===== config.mk =====
export PLATFORM = sky130hd
export DESIGN_NAME = mu0_flag_unit
export DESIGN_NICKNAME = d
export VERILOG_FILES = /design/src/rtl/mu0_flag_unit.sv
export SDC_FILE = /design/constraint.sdc
export NUM_CORES = 1
export LEC_CHECK = 0
export CORE_AREA = 10 10 51 53
export CTS_CLUSTER_DIAMETER = 40
export DETAILED_ROUTE_END_ITERATION = 6
export DIE_AREA = 0 0 61 63
export PLACE_DENSITY = 0.81
export REMOVE_ABC_BUFFERS = 1
export SLEW_MARGIN = 10
export SYNTH_ARGS = -nofsm -noshare
export SYNTH_HDL_FRONTEND = slang
export SYNTH_SLANG_ARGS = --single-unit
export TNS_END_PERCENT = 100

===== constraint.sdc =====
create_clock -name clk -period 2.2 [get_ports clk]
set_input_delay 0.55 -clock clk [delete_from_list [all_inputs] [get_ports clk]]
set_output_delay 0.55 -clock clk [all_outputs]
set_load 0.005 [all_outputs]

===== src/rtl/mu0_flag_unit.sv =====
// Registered N/Z/C/V status flags, sticky overflow VS and branch-condition decode for MU0.
// Optional macro FLAG_SHADOW_EN adds a 4-bit interrupt shadow of the flags (irq_save/irq_restore).
module mu0_flag_unit #(
  parameter int WIDTH        = 16,
  parameter bit CLR_ON_RESET = 1'b1
) (
  input  logic             clk,
  input  logic             reset,
  input  logic [WIDTH-1:0] result,
  input  logic             alu_cout,
  input  logic             a_msb,
  input  logic             b_msb,
  input  logic             alu_sub,
  input  logic             flag_we,
  input  logic             flag_ld,
  input  logic [3:0]       flag_din,
  input  logic             vs_clr,
  input  logic             irq_save,
  input  logic             irq_restore,
  input  logic [3:0]       cond,
  output logic             N,
  output logic             Z,
  output logic             C,
  output logic             V,
  output logic             VS,
  output logic             cond_true
);

  // No handshake: all writes are single-cycle strobes sampled on the rising edge.
  logic [3:0] flags;
  logic [3:0] alu_flags;
  logic [3:0] shadow_val;
  logic       v_calc;
  logic       restore_win;
  logic       vs_q;

  // Signed overflow: operands agree in sign (B after inversion for subtract) but result differs.
  assign v_calc    = (a_msb == (b_msb ^ alu_sub)) && (result[WIDTH-1] != a_msb);
  assign alu_flags = {result[WIDTH-1], (result == '0), alu_cout, v_calc};

`ifdef FLAG_SHADOW_EN
  logic [3:0] shadow;

  // Shadow always captures the pre-update flags, so save+restore performs a swap.
  always_ff @(posedge clk) begin
    if (reset) begin
      shadow <= 4'b0000;
    end else if (irq_save) begin
      shadow <= flags;
    end
  end

  assign restore_win = irq_restore;
  assign shadow_val  = shadow;
`else
  logic unused_irq;
  assign unused_irq  = irq_save ^ irq_restore;
  assign restore_win = 1'b0;
  assign shadow_val  = 4'b0000;
`endif

  always_ff @(posedge clk) begin
    if (reset) begin
      flags <= 4'b0000;
    end else if (restore_win) begin
      flags <= shadow_val;
    end else if (flag_ld) begin
      flags <= flag_din;
    end else if (flag_we) begin
      flags <= alu_flags;
    end
  end

  always_ff @(posedge clk) begin
    if (reset) begin
      if (CLR_ON_RESET) begin
        vs_q <= 1'b0;
      end
    end else if (flag_we && !flag_ld && !restore_win && v_calc) begin
      vs_q <= 1'b1;
    end else if (vs_clr) begin
      vs_q <= 1'b0;
    end
  end

  assign {N, Z, C, V} = flags;
  assign VS           = vs_q;

  always_comb begin
    cond_true = 1'b0;
    case (cond)
      4'd0:    cond_true = 1'b1;
      4'd1:    cond_true = Z;
      4'd2:    cond_true = ~Z;
      4'd3:    cond_true = N;
      4'd4:    cond_true = ~N;
      4'd5:    cond_true = C;
      4'd6:    cond_true = ~C;
      4'd7:    cond_true = V;
      4'd8:    cond_true = ~V;
      4'd9:    cond_true = (N == V);
      4'd10:   cond_true = (N != V);
      4'd11:   cond_true = ~Z & (N == V);
      4'd12:   cond_true = Z | (N != V);
      4'd13:   cond_true = C & ~Z;
      4'd14:   cond_true = ~C | Z;
      default: cond_true = 1'b0;
    endcase
  end

endmodule


==> impl_metrics.py, run 1 <==
metrics = {
    "run_status": {
        "run_status": "complete, no violations",
    },
    "routing": {
        "viasPerCell": 5.13,
        "drt_pre_antenna_iters": 2,
        "vias": 631,
        "drt-total-wl_um": 1700,
        "postRouteAntennaNets": 0,
        "first_iter_violations": 6,
        "routed_wire_length_per_instance_um": 13.8,
        "drc_errors": 0,
    },
    "sta": {
        "relSlewSlack_pct": 81.5,
        "fin_ws_ps": 73.5,
        "period_needed_ps": 2130,
        "report.final.hold_viol_count": 0,
        "timing_worst_slew_pin_value_ps": 275,
        "skew_ps": 0,
        "unrepaired_setup_endpoints_after_global_routing": "false",
        "timing_max_transition_violations_final": 0,
        "fmaxAchievable_mhz": 470,
        "timing.final.setup_violations": 0,
        "min_period_over_period_pct": 96.7,
    },
    "power": {
        "power_density_mw_per_mm2": 369,
        "worst_vdd_rail_ir_drop_v": 0.000287,
        "static-leakage-power_nw": 0.357,
    },
    "layout": {
        "layout.cells.non_filler": 123,
        "post_route_cells_drive_above_1_share_pct": 16.0,
        "finalNetCount": 142,
        "num_antenna_cells": 0,
        "fillCellCount": 161,
        "area_delta_synth_final_pct": 92.0,
    },
    "worst_setup_path": {
        "path_class": "primary input to output port",
        "rr_worst_depth": 5,
        "cp_max_fo": 6,
        "rrSetupSlack_ps": 1220,
        "critical-path-slowest-cell": "sky130_fd_sc_hd__mux2_2",
        "worst_ep_required_time_ps": 1650,
        "cp_slowest_stage_delay_ps": 250,
        "timing.critical_path.cells": "buf_2 -> buf_4 -> mux2_2 -> o211ai_1 -> a31o_1 -> nand4_1 -> buf_2",
        "crit_arrival_ps": 1580,
        "critical_path.reg2reg.startpoint": "flags[3]$_SDFFE_PP0P_",
        "critical_path.top_delay_family": "buffers and inverters",
        "timing.critical_path.buf_inv": 3,
        "timing.critical_path.from": "cond[1]",
        "rr_endpoint": "flags[3]$_SDFFE_PP0P_",
        "crit_path_end_kind": "output port",
        "critPathLaunchType": "primary input",
        "crit_path_frequent_cell": "sky130_fd_sc_hd__buf_2",
    },
    "cts": {
        "worst_case_clock_buffer_depth": 2,
        "clk_latency_ps": 240,
        "path_clk_slew_ps": 40,
        "tritoncts.num_buffers": 3,
        "buffer_cell_driving_the_clock_tree_root": "sky130_fd_sc_hd__clkbuf_4",
        "sink_count_of_the_clock_tree": 5,
        "htreeDepth": 1,
        "cts_hold_buf": 0,
        "tritoncts_clock_tree": "built",
    },
    "yosys": {
        "synth_seq_area_share_pct": 20.7,
        "async_reset_ff_share_pct": 0,
        "ff_latch_count_synth": 5,
        "ys_top_cells_by_count": "7 x sky130_fd_sc_hd__a21oi_1, 6 x sky130_fd_sc_hd__mux2i_1, 5 x sky130_fd_sc_hd__dfxtp_1, 5 x sky130_fd_sc_hd__nor2_1",
        "synth-main-ff-cell": "sky130_fd_sc_hd__dfxtp_1",
        "synth_top_area_cell": "sky130_fd_sc_hd__dfxtp_1",
        "synth_area_per_cell_um2": 8.07,
        "synthTopCellsByArea": "sky130_fd_sc_hd__dfxtp_1 21%, sky130_fd_sc_hd__mux2i_1 12%, sky130_fd_sc_hd__a21oi_1 7.2%",
        "postSynthCellCount": 60,
        "synthesis.yosys.warnings": 0,
        "yosysMostFrequentCell": "sky130_fd_sc_hd__a21oi_1",
        "synth.lib_cells_used.distinct": 31,
        "synth_enable_flop_cells": 0,
        "synth_area_um2": 484,
        "yosys.area.top_type_share_pct": 20.7,
    },
    "worst_hold_path": {
        "kind_of_path_behind_the_tightest_hold_check": "flip-flop to flip-flop",
        "min_from": "VS$_SDFFE_PP0P_",
        "worstHoldEndpoint": "VS$_SDFFE_PP0P_",
        "worstHoldPathCells": 2,
    },
    "placement": {
        "post-dp-hpwl_um": 1530,
        "pre_cts_worst_setup_slack_ps": -718,
        "placedCellCount": 119,
        "io_buffer_count": 38,
        "final_replace_weighted_congestion": 0.739,
    },
    "die": {
        "die_width_um": 61,
        "initial_core_util_pct": 29.3,
        "fp.dieArea_mm2": 0.00384,
        "std_cell_rows": 15,
        "pin_count": 41,
        "die_h_um": 63,
        "core_area_mm2": 0.00165,
    },
    "grt": {
        "grt.total_usage_pct": 9.35,
        "global_routing_usage_on_met3_pct": 6.50,
        "grt_util_met1_pct": 9.50,
        "grt_most_used_layer": "met2",
        "grt_remaining_overflow": 0,
        "groute.layer.met2.usage_pct": 14.5,
        "first_global_vias": 671,
        "grt_first_pass_wirelength_um": 2880,
        "grt_max_degree": 10,
        "number_of_antenna_violations_at_the_first_check_in_global_routing": 0,
    },
    "job": {
        "max-cap-violations": 0,
    },
}
==> tightest hold or removal path, stage by stage, from the launching register on <==
cell and delay (ps):
sky130_fd_sc_hd__dfxtp_1 300, sky130_fd_sc_hd__nand2b_1 60, sky130_fd_sc_hd__a21oi_1 60
==> registers in the layout (all words and copies together), names as in the netlist <==
signal	flops
VS	1
flags	4
==> stage by stage <==
step | util, % | instance area (µm²) | hold slack (ps) | TNS [ps] | total power, mW
final | 56.3 | 930 | 473 | 0 | 0.343
after global routing | 56.3 | 930 | 490 | 0 | 0.364
after CTS | 56.7 | 936 | 477 | 0 | 0.348
after detailed placement | 55.7 | 920 | 468 | -718 | 0.245
after global placement | 55.7 | 920 | 464 | -677 | 0.243
after floorplan | - | 458 | 460 | 0 | 0.143
==> what timing repair did <==
item	CTS	global route
cloned	0	0
pin swaps	1	0
setup buffers	0	0
endpoints found under the hold margin	0	0
gates resized for setup	12	1
endpoints found under the setup margin	1	1
==> kinds of logic (layout without fill, tap and decap cells) <==
group | Yosys count | in the layout | synth area share, %
AOI/OAI and AO/OA | 14 | 14 | 18.3
xor gates and xnor gates | 2 | 2 | 3.62
buffers and inverters | 5 | 51 | 6.20
DFF | 5 | 5 | 20.7
muxes | 7 | 7 | 14.7
and+or+nand+nor | 27 | 27 | 36.4
==> cells in the final DEF, fill, tap and decap left out, types with 2 or more instances in the layout <==
| cell type | n |
|---|---|
| sky130_fd_sc_hd__a21oi_1 | 7 |
| sky130_fd_sc_hd__buf_2 | 3 |
| sky130_fd_sc_hd__buf_4 | 8 |
| sky130_fd_sc_hd__clkbuf_4 | 3 |
| sky130_fd_sc_hd__clkdlybuf4s50_1 | 34 |
| sky130_fd_sc_hd__dfxtp_1 | 5 |
| sky130_fd_sc_hd__mux2i_1 | 6 |
| sky130_fd_sc_hd__nand2_1 | 2 |
| sky130_fd_sc_hd__nand2b_1 | 3 |
| sky130_fd_sc_hd__nand3b_1 | 3 |
| sky130_fd_sc_hd__nand4_1 | 2 |
| sky130_fd_sc_hd__nor2_1 | 5 |
| sky130_fd_sc_hd__nor3b_1 | 2 |
| sky130_fd_sc_hd__nor4_2 | 2 |
==> cell type report <==
cell class / count / area [µm²] / share of cell area [%]
inverter: 1 / 3.75 / 0.404
multi-input combinational: 50 / 354 / 38.1
sequential: 5 / 100 / 10.8
timing repair buffer: 46 / 424 / 45.6
clock buffer: 4 / 26.3 / 2.83
tap: 17 / 21.3 / 2.29
==> power by group <==
group / switching [mW] / internal [mW]
clock: 0.0368 / 0.0685
combinational: 0.0430 / 0.0921
sequential: 0.00653 / 0.0961
==> layer usage <==
metal	share of wire, %	wire length [µm]	vias to the layer above
met1	36	612	275
li1	-	-	324
met4	1.3	22	0
met2	48	810	28
met3	15	253	4
met5	0	0	-
==> worst max path at each step <==
| stage | cells past startpoint | end | slack (ps) |
|---|---|---|---|
| after floorplan | 4 | cond_true | 390 |
| after global placement | 6 | cond_true | -680 |
| after detailed placement | 6 | cond_true | -720 |
| after CTS | 6 | cond_true | 30 |
| after global routing | 7 | cond_true | 20 |
| final | 7 | cond_true | 70 |
Note: power is estimated with default switching activity, not from simulation.
==> run 2: changes to the inputs <==
--- a/config.mk
+++ b/config.mk
@@ -5,11 +5,13 @@
 export SDC_FILE = /design/constraint.sdc
 export NUM_CORES = 1
 export LEC_CHECK = 0
-export CORE_AREA = 10 10 51 53
+export ABC_AREA = 1
+export CORE_AREA = 10 10 52 54
 export CTS_CLUSTER_DIAMETER = 40
 export DETAILED_ROUTE_END_ITERATION = 6
-export DIE_AREA = 0 0 61 63
-export PLACE_DENSITY = 0.81
+export DIE_AREA = 0 0 62 64
+export PLACE_DENSITY = 0.82
+export RECOVER_POWER = 25
 export REMOVE_ABC_BUFFERS = 1
 export SLEW_MARGIN = 10
 export SYNTH_ARGS = -nofsm -noshare
==> constraint.sdc (replaced) <==
create_clock -name clk -period 2.2 [get_ports clk]
set_input_delay 0.55 -clock clk [delete_from_list [all_inputs] [get_ports clk]]
set_output_delay 0.55 -clock clk [all_outputs]
set_load 0.01 [all_outputs]
==> impl_metrics.py, run 2 <==
metrics = {
    "yosys": {
        "postSynthCellCount": 108,
        "yosysMostFrequentCell": "sky130_fd_sc_hd__nand2_1",
        "ys_top_cells_by_count": "37 x sky130_fd_sc_hd__nand2_1, 18 x sky130_fd_sc_hd__inv_1, 18 x sky130_fd_sc_hd__nor2_1",
        "synth_area_um2": 548,
        "yosys.area.top_type_share_pct": 25.3,
        "synth_seq_area_share_pct": 18.3,
        "synth.lib_cells_used.distinct": 16,
        "synth_top_area_cell": "sky130_fd_sc_hd__nand2_1",
        "ff_latch_count_synth": 5,
        "synth-main-ff-cell": "sky130_fd_sc_hd__dfxtp_1",
        "synthesis.yosys.warnings": 0,
        "async_reset_ff_share_pct": 0,
        "synth_enable_flop_cells": 0,
        "synthTopCellsByArea": "sky130_fd_sc_hd__nand2_1 25%, sky130_fd_sc_hd__dfxtp_1 18%, sky130_fd_sc_hd__inv_1 12%",
        "synth_area_per_cell_um2": 5.07,
    },
    "worst_setup_path": {
        "crit_path_end_kind": "output port",
        "timing.critical_path.cells": "dlygate4sd2_1 -> inv_2 -> nor2_2 -> nand2_1 -> nand2_1 -> nand2_1 -> nor2_1 -> nor2_1 -> nand2_1 -> clkdlybuf4s15_2",
        "cp_max_fo": 3,
        "critical_path.top_delay_family": "buffers and inverters",
        "critPathLaunchType": "primary input",
        "cp_slowest_stage_delay_ps": 250,
        "path_class": "primary input to output port",
        "rrSetupSlack_ps": 1370,
        "timing.critical_path.from": "cond[3]",
        "crit_path_frequent_cell": "sky130_fd_sc_hd__nand2_1",
        "worst_ep_required_time_ps": 1650,
        "crit_arrival_ps": 1570,
        "critical-path-slowest-cell": "sky130_fd_sc_hd__dlygate4sd2_1",
        "critical_path.reg2reg.startpoint": "flags[3]$_SDFFE_PP0P_",
        "timing.critical_path.buf_inv": 3,
    },
    "job": {
        "max-cap-violations": 0,
    },
    "power": {
        "power_density_mw_per_mm2": 356,
        "static-leakage-power_nw": 0.489,
        "worst_vdd_rail_ir_drop_v": 0.000236,
    },
    "die": {
        "fp.dieArea_mm2": 0.00397,
        "std_cell_rows": 15,
        "initial_core_util_pct": 32.1,
        "die_width_um": 62,
        "core_area_mm2": 0.00171,
        "die_h_um": 64,
        "pin_count": 41,
    },
    "sta": {
        "timing.final.setup_violations": 0,
        "period_needed_ps": 2120,
        "unrepaired_setup_endpoints_after_global_routing": "false",
        "report.final.hold_viol_count": 0,
        "fin_ws_ps": 81.1,
        "timing_worst_slew_pin_value_ps": 234,
        "relSlewSlack_pct": 84.4,
        "timing_max_transition_violations_final": 0,
        "skew_ps": 0,
        "min_period_over_period_pct": 96.3,
        "fmaxAchievable_mhz": 472,
    },
    "placement": {
        "pre_cts_worst_setup_slack_ps": -591,
        "placedCellCount": 172,
        "final_replace_weighted_congestion": 0.884,
        "io_buffer_count": 38,
        "post-dp-hpwl_um": 1650,
    },
    "routing": {
        "routed_wire_length_per_instance_um": 10.6,
        "met1_length_um": 678,
        "drt_pre_antenna_iters": 4,
        "vias": 798,
        "drt-total-wl_um": 1870,
        "top_layer": "met4",
        "viasPerCell": 4.53,
        "drc_errors": 0,
        "met3_wirelength_um": 271,
        "met2RoutedLength_um": 885,
        "first_iter_violations": 8,
        "postRouteAntennaNets": 0,
    },
    "cts": {
        "worst_case_clock_buffer_depth": 2,
        "sink_count_of_the_clock_tree": 5,
        "cts_hold_buf": 0,
        "tritoncts_clock_tree": "built",
        "path_clk_slew_ps": 40,
        "buffer_cell_driving_the_clock_tree_root": "sky130_fd_sc_hd__clkbuf_4",
        "tritoncts.num_buffers": 3,
        "postCtsSetupRepairBufs": 0,
        "clk_latency_ps": 240,
        "htreeDepth": 1,
    },
    "layout": {
        "layout.cells.non_filler": 176,
        "post_route_cells_drive_above_1_share_pct": 9.93,
        "largest_register_ff_count": 4,
        "mostFrequentLayoutCells": "37 x sky130_fd_sc_hd__nand2_1, 32 x sky130_fd_sc_hd__clkdlybuf4s50_1, 16 x sky130_fd_sc_hd__inv_1, 16 x sky130_fd_sc_hd__nor2_1, 13 x sky130_fd_sc_hd__nand3_1",
        "fillCellCount": 160,
        "finalNetCount": 187,
        "layout.core_utilization_pct": 57.9,
        "area_delta_synth_final_pct": 80.6,
        "max_flop_register": "flags",
        "num_antenna_cells": 0,
        "mostFrequentLayoutCell": "sky130_fd_sc_hd__nand2_1",
    },
    "worst_hold_path": {
        "min_from": "VS$_SDFFE_PP0P_",
        "kind_of_path_behind_the_tightest_hold_check": "flip-flop to flip-flop",
    },
    "grt": {
        "first_global_vias": 776,
        "number_of_antenna_violations_at_the_first_check_in_global_routing": 0,
        "grt.total_usage_pct": 9.65,
        "grt_remaining_overflow": 0,
        "grt_first_pass_wirelength_um": 2950,
        "grt_max_degree": 9,
    },
    "run_status": {
        "run_status": "complete, no violations",
    },
}
==> run 2: final timing paths <==
kind                           endpoint  cells past startpoint
setup / recovery              cond_true                     10
hold / removal          VS$_SDFFE_PP0P_                      2
setup reg to reg  flags[3]$_SDFFE_PP0P_                      4
hold reg to reg         VS$_SDFFE_PP0P_                      2
==> run 2: cells by family after synthesis <==
| group | after synthesis | share of synthesized area [%] |
|---|---|---|
| buffers and inverters | 20 | 13.9 |
| AOI/OAI and AO/OA | 9 | 9.59 |
| xor gates and xnor gates | 2 | 3.20 |
| and+or+nand+nor | 72 | 55.0 |
| DFF | 5 | 18.3 |
==> run 2: report_power, final <==
part,internal [mW],leakage [nW],switching [mW]
combinational,0.0851,0.432,0.0606
clock,0.0685,0.0150,0.0357
sequential,0.0960,0.0412,0.00612
total,0.250,0.489,0.102
==> run 2: final cells by class <==
class,instances,area [µm²],share of cell area [%]
Timing Repair Buffer,40,384,38.8
Inverter,19,71.3,7.21
Sequential cell,5,100,10.1
Multi-Input combinational cell,83,377,38.1
Clock buffer,4,26.3,2.65
Tap cell,25,31.3,3.16
==> run 2: worst min-delay path, stage by stage (launching register included) <==
cell and delay (ps):
sky130_fd_sc_hd__dfxtp_1 310, sky130_fd_sc_hd__nand2_1 70, sky130_fd_sc_hd__a21oi_1 60
==> run 2: per-stage QoR <==
stage / total power [mW] / instance area [µm²] / hold slack (ps) / TNS (ps)
CTS: 0.358 / 998 / 499 / 0
global route: 0.380 / 990 / 510 / 0
finish: 0.352 / 990 / 495 / 0
detailed placement: 0.252 / 970 / 486 / -591
global placement: 0.250 / 970 / 457 / -559
floorplan: 0.159 / 543 / 481 / 0
==> run 2: what timing repair did <==
action                                  in CTS  in global routing
pin swaps                                    1                  2
gates resized for setup                     12                  5
cloned                                       0                  0
endpoints found under the setup margin       1                  1
==> run 2: metal layers <==
layer / GRT usage (%) / up-vias
li1: - / 422
met1: 8.35 / 334
met2: 15.9 / 38
met3: 7.51 / 4
met4: 4.19 / 0
met5: 0 / -
==> run 3: changes to the inputs <==
--- a/config.mk
+++ b/config.mk
@@ -6,10 +6,10 @@
 export NUM_CORES = 1
 export LEC_CHECK = 0
 export ABC_AREA = 1
-export CORE_AREA = 10 10 52 54
+export CORE_AREA = 2 2 44 46
 export CTS_CLUSTER_DIAMETER = 40
 export DETAILED_ROUTE_END_ITERATION = 6
-export DIE_AREA = 0 0 62 64
+export DIE_AREA = 0 0 46 48
 export PLACE_DENSITY = 0.82
 export RECOVER_POWER = 25
 export REMOVE_ABC_BUFFERS = 1
==> impl_metrics.py, run 3 (synthesized netlist as in run 2, its figures left out) <==
metrics = {
    "power": {
        "worst_vdd_rail_ir_drop_v": 0.000267,
        "share_of_total_power_in_sequential_cells_pct": 28.1,
        "internal_power_mw": 0.252,
        "power.share.clock_pct": 30.9,
        "power_density_mw_per_mm2": 367,
        "net-switching-power_mw": 0.113,
        "swShare_pct": 30.8,
        "total_power_mw": 0.365,
        "comb_power_share_pct": 41.0,
        "static-leakage-power_nw": 0.500,
    },
    "worst_setup_path": {
        "timing.critical_path.cells": "clkdlybuf4s15_1 -> nand2_1 -> inv_1 -> nand2_2 -> nand2_1 -> nand2_1 -> nor2_1 -> nor2_1 -> nand2_1 -> clkdlybuf4s15_2",
        "critical-path-slowest-cell": "sky130_fd_sc_hd__clkdlybuf4s15_1",
        "rrSetupSlack_ps": 1300,
        "crit_arrival_ps": 1530,
        "critical_path.reg2reg.startpoint": "flags[3]$_SDFFE_PP0P_",
        "cp_slowest_stage_delay_ps": 230,
        "critical_path.top_delay_family": "buffers and inverters",
        "timing.critical_path.buf_inv": 3,
        "crit_path_frequent_cell": "sky130_fd_sc_hd__nand2_1",
        "worst_ep_required_time_ps": 1650,
        "crit_path_end_kind": "output port",
        "rr_worst_depth": 4,
        "path_class": "primary input to output port",
        "rr_endpoint": "flags[3]$_SDFFE_PP0P_",
        "critPathLaunchType": "primary input",
        "cp_max_fo": 3,
    },
    "layout": {
        "finalNetCount": 189,
        "post_route_cells_drive_above_1_share_pct": 9.15,
        "num_antenna_cells": 0,
        "mostFrequentLayoutCells": "37 x sky130_fd_sc_hd__nand2_1, 32 x sky130_fd_sc_hd__clkdlybuf4s50_1, 18 x sky130_fd_sc_hd__inv_1",
        "max_flop_register": "flags",
        "multiInputGateArea_um2": 374,
        "area_delta_synth_final_pct": 81.5,
        "reg_area_um2": 100,
        "mostFrequentLayoutCell": "sky130_fd_sc_hd__nand2_1",
        "fillCellCount": 166,
        "largest_register_ff_count": 4,
    },
    "die": {
        "core_area_mm2": 0.00169,
        "die_h_um": 48,
        "pin_count": 41,
        "initial_core_util_pct": 32.4,
        "fp.dieArea_mm2": 0.00221,
        "die_width_um": 46,
        "std_cell_rows": 15,
    },
    "placement": {
        "io_buffer_count": 38,
        "final_replace_weighted_congestion": 0.923,
        "post-dp-hpwl_um": 1480,
    },
    "worst_hold_path": {
        "min_from": "VS$_SDFFE_PP0P_",
        "kind_of_path_behind_the_tightest_hold_check": "flip-flop to flip-flop",
        "worstHoldEndpoint": "VS$_SDFFE_PP0P_",
        "worstHoldPathCells": 2,
    },
    "cts": {
        "path_clk_slew_ps": 40,
        "sink_count_of_the_clock_tree": 5,
        "tritoncts.num_buffers": 3,
        "worst_case_clock_buffer_depth": 2,
        "cts_hold_buf": 0,
        "tritoncts_clock_tree": "built",
        "clk_latency_ps": 250,
        "buffer_cell_driving_the_clock_tree_root": "sky130_fd_sc_hd__clkbuf_4",
        "htreeDepth": 1,
    },
    "sta": {
        "report.final.hold_viol_count": 0,
        "unrepaired_setup_endpoints_after_global_routing": "false",
        "relSlewSlack_pct": 83.4,
        "skew_ps": 0,
        "setup_tns_ps": 0,
        "period_needed_ps": 2080,
        "timing_worst_slew_pin_value_ps": 249,
        "timing.final.setup_violations": 0,
        "min_period_over_period_pct": 94.4,
        "timing_max_transition_violations_final": 0,
        "fmaxAchievable_mhz": 481,
    },
    "routing": {
        "viasPerCell": 4.79,
        "vias": 815,
        "first_iter_violations": 33,
        "drt-total-wl_um": 1800,
        "drt_pre_antenna_iters": 5,
        "postRouteAntennaNets": 0,
        "drc_errors": 0,
        "routed_wire_length_per_instance_um": 10.6,
    },
    "run_status": {
        "run_status": "complete, no violations",
    },
    "grt": {
        "number_of_antenna_violations_at_the_first_check_in_global_routing": 0,
        "first_global_vias": 707,
        "grt_remaining_overflow": 0,
        "grt_first_pass_wirelength_um": 2730,
        "grt_max_degree": 9,
        "grt.total_usage_pct": 17.1,
    },
    "job": {
        "max-cap-violations": 0,
    },
}
## run 3: cell types whose count changed in the layout (fill, tap and decap cells not counted)
cell and delta:
sky130_fd_sc_hd__buf_4 +2, sky130_fd_sc_hd__clkdlybuf4s15_1 +2, sky130_fd_sc_hd__dlygate4sd2_1 -2, sky130_fd_sc_hd__inv_1 +2, sky130_fd_sc_hd__inv_2 -2, sky130_fd_sc_hd__buf_2 -1, sky130_fd_sc_hd__clkbuf_2 +1, sky130_fd_sc_hd__nor2_1 +1
sky130_fd_sc_hd__nor2_2 -1
## run 3: cell type report
cell class / instances / area share (%)
Clock buffer: 4 / 2.64
Inverter: 19 / 7.17
Multi-Input combinational cell: 83 / 37.6
Sequential cell: 5 / 10.1
Timing Repair Buffer: 42 / 40.4
Tap cell: 17 / 2.14
## run 3: power by group through the flow
| stage | Combinational (mW) | Sequential [mW] | Clock [mW] |
|---|---|---|---|
| after global routing | 0.165 | 0.103 | 0.115 |
| after detailed placement | 0.151 | 0.104 | 0 |
| after CTS | 0.150 | 0.103 | 0.109 |
| after global placement | 0.148 | 0.104 | 0 |
| final | 0.150 | 0.103 | 0.113 |
| after floorplan | 0.0541 | 0.105 | 0 |
## run 3: worst max path at each step
stage,startpoint,endpoint,slack (ps),cells past startpoint
3_5_place_dp,cond[1],cond_true,-560,10
3_3_place_gp,cond[1],cond_true,-570,10
6_report,cond[2],cond_true,120,10
4_1_cts,cond[1],cond_true,8,9
5_1_grt,cond[3],cond_true,20,10
2_1_floorplan,cond[3],cond_true,570,8
## run 3: tightest hold or removal path: stages, from the launching register on
cell and delay, ps:
sky130_fd_sc_hd__dfxtp_1 320, sky130_fd_sc_hd__nand2_1 70, sky130_fd_sc_hd__a21oi_1 70
## run 3: metrics by stage
stage	hold slack, ps	util (%)	setup slack [ps]	cell area, µm²	instances
floorplan	481	-	573	543	107
global placement	452	57.3	-565	967	165
detailed placement	498	57.3	-561	967	165
CTS	502	59.3	7.69	1000	170
global route	529	58.9	23.2	995	170
finish	510	58.9	123	995	170
## run 3: repair_timing
action / in CTS / in global routing
endpoints found under the setup margin: 1 / 1
endpoints found under the hold margin: 0 / 0
pin swaps: 1 / 0
setup buffers: 1 / 0
gates resized for setup: 9 / 5
## run 3: routing by layer
| layer | routed length (µm) | track usage (%) | vias to the layer above |
|---|---|---|---|
| met5 | 0 | 0 | - |
| met4 | 0 | 5.14 | 0 |
| met3 | 165 | 3.02 | 0 |
| met2 | 899 | 33.1 | 45 |
| met1 | 730 | 18.9 | 345 |
| li1 | - | - | 425 |
